$ cat src/rtl/branch_predict_unit.sv
// Branch direction predictor: 2-bit counter table read at fetch, trained at execute.
// Resolves B/BR conditions, raises a registered mispredict flush, keeps statistics.
module branch_predict_unit #(
  parameter int         PC_WIDTH    = 16,
  parameter int         BHT_ENTRIES = 16,
  parameter int         INDEX_LSB   = 1,
  parameter logic [1:0] INIT_STATE  = 2'b01,
  parameter int         CNT_WIDTH   = 16,
  parameter logic [3:0] B_OPCODE    = 4'hC,
  parameter logic [3:0] BR_OPCODE   = 4'hD
) (
  input  logic                 clk,
  input  logic                 rst,
  input  logic                 if_valid,
  input  logic [PC_WIDTH-1:0]  if_pc,
  output logic                 if_pred_taken,
  input  logic                 ex_valid,
  input  logic                 ex_stall,
  input  logic [PC_WIDTH-1:0]  ex_pc,
  input  logic [3:0]           ex_opcode,
  input  logic [2:0]           ex_cond,
  input  logic [2:0]           ex_flags,
  input  logic                 ex_pred_taken,
  output logic                 take_branch,
  output logic                 flush,
  output logic                 flush_taken,
  output logic [CNT_WIDTH-1:0] stat_branches,
  output logic [CNT_WIDTH-1:0] stat_mispredicts
);

  localparam int IDX_W = $clog2(BHT_ENTRIES);

  logic [1:0]       bht [BHT_ENTRIES];
  logic [IDX_W-1:0] if_idx;
  logic [IDX_W-1:0] ex_idx;
  logic [1:0]       ex_ctr;
  logic [1:0]       ctr_next;
  logic             flag_z;
  logic             flag_v;
  logic             flag_n;
  logic             cond_met;
  logic             is_branch;
  logic             fire;
  logic             mis;
  logic             upd;
  logic             unused_pc;

  assign if_idx = if_pc[INDEX_LSB +: IDX_W];
  assign ex_idx = ex_pc[INDEX_LSB +: IDX_W];
  assign unused_pc = ^{if_pc, ex_pc};

  // Lookup sees the stored value; an update this cycle lands next cycle.
  assign if_pred_taken = if_valid & bht[if_idx][1];

  assign flag_z = ex_flags[2];
  assign flag_v = ex_flags[1];
  assign flag_n = ex_flags[0];

  always_comb begin
    cond_met = 1'b0;
    unique case (ex_cond)
      3'b000: cond_met = ~flag_z;
      3'b001: cond_met = flag_z;
      3'b010: cond_met = ~flag_z & ~flag_n;
      3'b011: cond_met = flag_n;
      3'b100: cond_met = flag_z | (~flag_z & ~flag_n);
      3'b101: cond_met = flag_n | flag_z;
      3'b110: cond_met = flag_v;
      3'b111: cond_met = 1'b1;
    endcase
  end

  assign is_branch = (ex_opcode == B_OPCODE) |
                     (ex_opcode == BR_OPCODE);
  assign take_branch = ex_valid & is_branch & cond_met;
  assign fire = ex_valid & ~ex_stall;
  assign mis = fire & (take_branch != ex_pred_taken);
  assign upd = fire & is_branch;

  assign ex_ctr = bht[ex_idx];

  always_comb begin
    ctr_next = ex_ctr;
    unique case (1'b1)
      take_branch & (ex_ctr != 2'b11):  ctr_next = ex_ctr + 2'd1;
      ~take_branch & (ex_ctr != 2'b00): ctr_next = ex_ctr - 2'd1;
      default:                          ctr_next = ex_ctr;
    endcase
  end

  always_ff @(posedge clk) begin
    if (rst) begin
      for (int i = 0; i < BHT_ENTRIES; i++) begin
        bht[i] <= INIT_STATE;
      end
    end else if (upd) begin
      bht[ex_idx] <= ctr_next;
    end
  end

  always_ff @(posedge clk) begin
    if (rst) begin
      flush       <= 1'b0;
      flush_taken <= 1'b0;
    end else begin
      flush <= mis;
      if (mis) begin
        flush_taken <= take_branch;
      end
    end
  end

  // Statistics stick at all-ones rather than wrapping.
  always_ff @(posedge clk) begin
    if (rst) begin
      stat_branches    <= '0;
      stat_mispredicts <= '0;
    end else begin
      if (upd && (stat_branches != '1)) begin
        stat_branches <= stat_branches + CNT_WIDTH'(1);
      end
      if (mis && (stat_mispredicts != '1)) begin
        stat_mispredicts <= stat_mispredicts + CNT_WIDTH'(1);
      end
    end
  end

endmodule

$ cat config.mk
export PLATFORM = sky130hd
export DESIGN_NAME = branch_predict_unit
export DESIGN_NICKNAME = d
export VERILOG_FILES = /design/src/rtl/branch_predict_unit.sv
export SDC_FILE = /design/constraint.sdc
export NUM_CORES = 1
export LEC_CHECK = 0
export BUFFER_PORTS_ARGS = -buffer_cell sky130_fd_sc_hd__buf_2
export CAP_MARGIN = 10
export CORE_UTILIZATION = 55
export CTS_BUF_LIST = sky130_fd_sc_hd__clkbuf_16
export DETAILED_ROUTE_END_ITERATION = 10
export GPL_TIMING_DRIVEN = 1
export HOLD_SLACK_MARGIN = 0.08
export PLACE_DENSITY = 0.81
export SYNTH_ARGS = -nofsm -noshare
export SYNTH_HDL_FRONTEND = slang
export SYNTH_SLANG_ARGS = --single-unit
$ cat constraint.sdc
create_clock -name clk -period 5.07 [get_ports clk]
set_input_delay 0.507 -clock clk [delete_from_list [all_inputs] [get_ports clk]]
set_output_delay 0.507 -clock clk [all_outputs]
set_load 0.02 [all_outputs]
# Word level (Yosys, flattened, before mapping)

Memory sizes are Yosys's and may differ from the RTL's.
Cells that the tools add are included.

Equality and inequality tests: 13
Reduce and logical (&&, ||, !) cells: 5
Add/subtract/negate cells: 4
Bitwise logic cells: 16
Muxes and demuxes: 10

Operators with widths:

| kind                                                                   | number |
|---|---|
| 16-bit by 1-bit adder with 16-bit output (second input constant)       | 2 |
| 16-bit != test (second input constant)                                 | 2 |
| 3-bit equality test (second input constant)                            | 4 |
| 1-bit bitwise AND                                                      | 9 |
| 4-bit equality test (second input constant)                            | 2 |
| 1-bit case mux with 8 select lines                                     | 1 |
| 3-bit by 2-bit equality test with 1-bit output (second input constant) | 2 |
| 1-bit 2-to-1 mux                                                       | 6 |
| 4-bit 2-to-1 mux                                                       | 1 |
| 1-bit inverter                                                         | 4 |
| 2-bit case mux with 2 select lines                                     | 1 |
| 3-bit by 1-bit equality test with 1-bit output (second input constant) | 1 |
| 3-bit logical NOT                                                      | 1 |
| 1-bit bitwise OR                                                       | 3 |
| 2-bit by 1-bit adder with 2-bit output (second input constant)         | 1 |
| 1-bit logical AND                                                      | 2 |
| 2-bit 2-to-1 mux                                                       | 1 |
| 2-bit != test (second input constant)                                  | 1 |
| 2-bit nonzero test                                                     | 1 |
| 2-bit OR reduction                                                     | 1 |
| 2-bit by 1-bit subtractor with 2-bit output (second input constant)    | 1 |
| 1-bit != test                                                          | 1 |

Input bits: 48
Output and inout bits: 36
Bits in writable memories: 32
Flip-flop bits (word level): 34
Memories: 1
Word-level logic and storage cells: 53

Memories:

| name | words | bits a word | read ports | clocked after memory_dff | wr ports | RTL line | source |
|---|---|---|---|---|---|---|---|
| bht  | 16    | 2           | 2          | 0                        | 16       | 33       | `logic [1:0] bht [BHT_ENTRIES];` |

# Logic depth before layout (Yosys ltp)

Depth in word-level cells: 9
Depth in mapped cells: 8
Gate-level depth less buffers: 7

# Worst setup path before layout

Ideal clock, no wire load.

Path type: input to register
From: in ex_opcode[1]
To: mem bht[0][0] (enable)
Cell stages on the path: 6
Library setup time: 292 ps
Arrival: 2,057 ps
Path buffers: 1
Required time: 4,778 ps
Path slack: 2,722 ps
Cell sequence: nand4b_1 > or2_2 > or4_1 > clkbuf_1 > nor3_1 > or2_2

RTL lines:

| what            | RTL line | source |
|---|---|---|
| start, declared | 20       | `input logic [3:0] ex_opcode,` |
| end, declared   | 33       |  |

# Final worst setup path

From: in ex_cond[1]
To: reg stat_mispredicts[7]

Longest elaborated chain between the ends: 6
Elaborated cells between the ends (all ways): 13
Those cells by class: eq/ne (8); mux (1); bitwise (2); reduce/logical (2)

Ends and longest elaborated chain:

| what                                              | RTL line | source |
|---|---|---|
| start, declared                                   | 21       | `input logic [2:0] ex_cond,` |
| 3-bit equality test, or another cell as far along | 61       | `unique case (ex_cond)` |
| 1-bit case mux with 8 select lines *              | 61       |  |
| 1-bit bitwise AND *                               | 75       | `assign take_branch = ex_valid & is_branch & cond_met;` |
| 1-bit != test *                                   | 77       | `assign mis = fire & (take_branch != ex_pred_taken);` |
| 1-bit bitwise AND *                               | 77       |  |
| 1-bit logical AND *                               | 122      | `if (mis && (stat_mispredicts != '1)) begin` |
| end signal, assigned                              | 123      | `stat_mispredicts <= stat_mispredicts + CNT_WIDTH'(1);` |
| end, declared                                     | 28       | `output logic [CNT_WIDTH-1:0] stat_mispredicts` |

Mark *: on every way between the ends. The rest lies on a longest branch, timed or not.
A chain may end at the register's enable or synchronous reset.

==> metrics.cfg <==
[place]
portBuffers=58
dpl.cell_count=485
post-place-ws_ps=2210
gp_congestion=0.823
hpwl_um=5600

[clock_network]
cts_setup_buffers=0
post_cts_resized=0
clk_path_buf_depth=2
cts_tree=done
cts_buffers=9
clk_pin_slew_worst_paths_ps=50
ctsRootBufferMaster=clkbuf_16
ctsHoldBuffers=0
clock_sinks=66
clock_latency_ps=330
htree_levels=3

[synthesis]
ys_async_sr_fraction=0
synth_seq_cells=66
ys.flop_type=dfxtp_1
syn_inst=368
yosysWarnings=0
synth_nets=418
netlist-cell-type-count=50
yosysSeqAreaShare=0.459
syn_area_um2=3580
syn_avg_cell_area_um2=9.72
synth_enable_flop_cells=32

[worst_setup_path]
crit_buf_inv=2
timing.rr.start=stat_mispredicts[0]
critPathSlowestCell=nor4_4
worstPathCellList=buf_2, nor2_1, a22o_1, mux2_4, nor4_4, buf_4, nor2_1, mux2_4
startpoint=ex_cond[1]
crit_path_max_fanout=17
crit_required_ps=5290
max_stage_delay_ps=790
worstSetupPathType=in2reg
path_delay_family=simple AND/OR/NAND/NOR gates
startpoint_type=input pin
cp_data_arrival_time_ps=2750
end_kind=flop

[cells_and_area]
fin_cells=501
layout-drive-gt1-share=0.243
n_antenna_cell=0
final_common_cell=buf_2
area_growth_syn_to_layout_pct=15.7
mostFrequentLayoutCells=58 x buf_2, 52 x nor2_1, 38 x nand2_1, 34 x dfxtp_1, 32 x edfxtp_1
n_fill_cell=515
nets=469

[timing]
fin_tns_setup_ps=0
fin_skew_ps=5.88
slew-limit-headroom=0.397
whs_ps=501
fin_crit_sh=0.500
fin_crit_ps=2530
max_freq_mhz=395
hold_viol=0
fin_ws_ps=2540
setup_viol=0
rsz0062_at_grt=false
finalMaxSlewViolations=0
worst_pin_slew_ps=897

[floorplan]
die_y_um=82.6
die_w_um=82.6
rows=29
dieArea_um2=6830
coreArea_um2=6310
initial_core_util=0.566
io_pins=84

[detailed_routing]
firstDrtPassIters=4
wl_per_cell_um=16.3
drt.antenna.violating_nets=0
vias_per_cell=5.98
num_vias=2995
drc_errors=0
totalWireLength_um=8160
first_iter_violations=231

[global_route]
grt_pass1_wl_um=13100
antenna_found_initial=0
grt_pass1_vias=2883
gr-total-overflow=0
grt_max_degree=46
grt_use_total=0.262

[power_and_ir_drop]
max-vdd-ir-drop_uv=200
intPower_uw=919
swShare=0.232
pwr-share-comb=0.076
p_switching_uw=278
seqPwrFrac=0.475
p_clk_frac=0.449
p_per_area_nw_per_um2=289
p_leak_nw=1.53

[min_path]
hp-start=stat_mispredicts[15]
hp-class=reg2reg

[job]
maxCapViolations=0

[status]
status=finished, final reports clean

## cell families after synthesis
kind of cell               Yosys count  synth area share
xor gates and xnor gates            11            0.0269
and+or+nand+nor                    194             0.275
DFF                                 66             0.459
muxes                               21             0.112
buffers and inverters               27            0.0332
adders and majority gates            4            0.0133
AOI/OAI and AO/OA                   45            0.0808
## worst reg2reg max path, cell delays in order, from the launching register on
cell     delay (ps)
dfxtp_1         370
ha_1            240
and3_1          190
and3_1          250
and3_1          330
nor4_1          330
mux2_2          370
## through the flow
stage	area [um^2]	power [mW]	util
4_1_cts	4140	1.20	0.655
3_3_place_gp	3880	0.666	0.615
3_5_place_dp	3880	0.671	0.615
6_report	4140	1.20	0.655
5_1_grt	4140	1.23	0.655
2_1_floorplan	3580	0.643	-
## flip-flops by register name, indices dropped and copies added, names as in the netlist
| signal | flops |
|---|---|
| bht | 32 |
| flush | 1 |
| flush_taken | 1 |
| stat_branches | 16 |
| stat_mispredicts | 16 |
## final cells by class
class | count | area, um^2 | share of cell area
timing repair buffer | 59 | 298 | 0.0720
sequential | 66 | 1640 | 0.397
multi-input combinational | 275 | 1820 | 0.439
inverter | 8 | 30.0 | 0.00726
clock buffer | 9 | 225 | 0.0544
clock inverter | 7 | 30.0 | 0.00726
tap | 77 | 96.3 | 0.0233
## final timing paths
check,end,slack (ps),cells past startpoint
min reg2reg,stat_mispredicts[15],500,2
max reg2reg,stat_mispredicts[5],2880,6
min,stat_mispredicts[15],500,2
max,stat_mispredicts[7],2540,8
## per-layer routing
layer	GRT usage	vias to the layer above	share of wire	routed length, um
met1	0.294	1447	0.40	3230
met3	0.0637	11	0.065	530
met2	0.483	91	0.53	4310
li1	-	1446	-	-
met4	0.0862	0	0.010	82
met5	0	-	0	0
## power by group through the flow
stage	sequential [mW]	combinational (mW)	clock, mW
3_5_place_dp	0.580	0.0909	0
4_1_cts	0.569	0.0914	0.542
3_3_place_gp	0.579	0.0867	0
5_1_grt	0.570	0.101	0.565
2_1_floorplan	0.580	0.0632	0
6_report	0.569	0.0914	0.537
## cell usage after synthesis, drive strengths merged (8+ instances only)
master | instances | area share
nor2 | 52 | 0.055
nand2 | 38 | 0.040
dfxtp | 34 | 0.19
edfxtp | 32 | 0.27
nor3 | 22 | 0.031
nand3 | 17 | 0.024
o21ai | 17 | 0.024
mux4 | 13 | 0.082
nor2b | 13 | 0.023
and3 | 12 | 0.021
clkbuf | 11 | 0.012
a21oi | 9 | 0.013
buf | 8 | 0.013
inv | 8 | 0.0084
No activity file was read; power rests on OpenSTA's default activity.
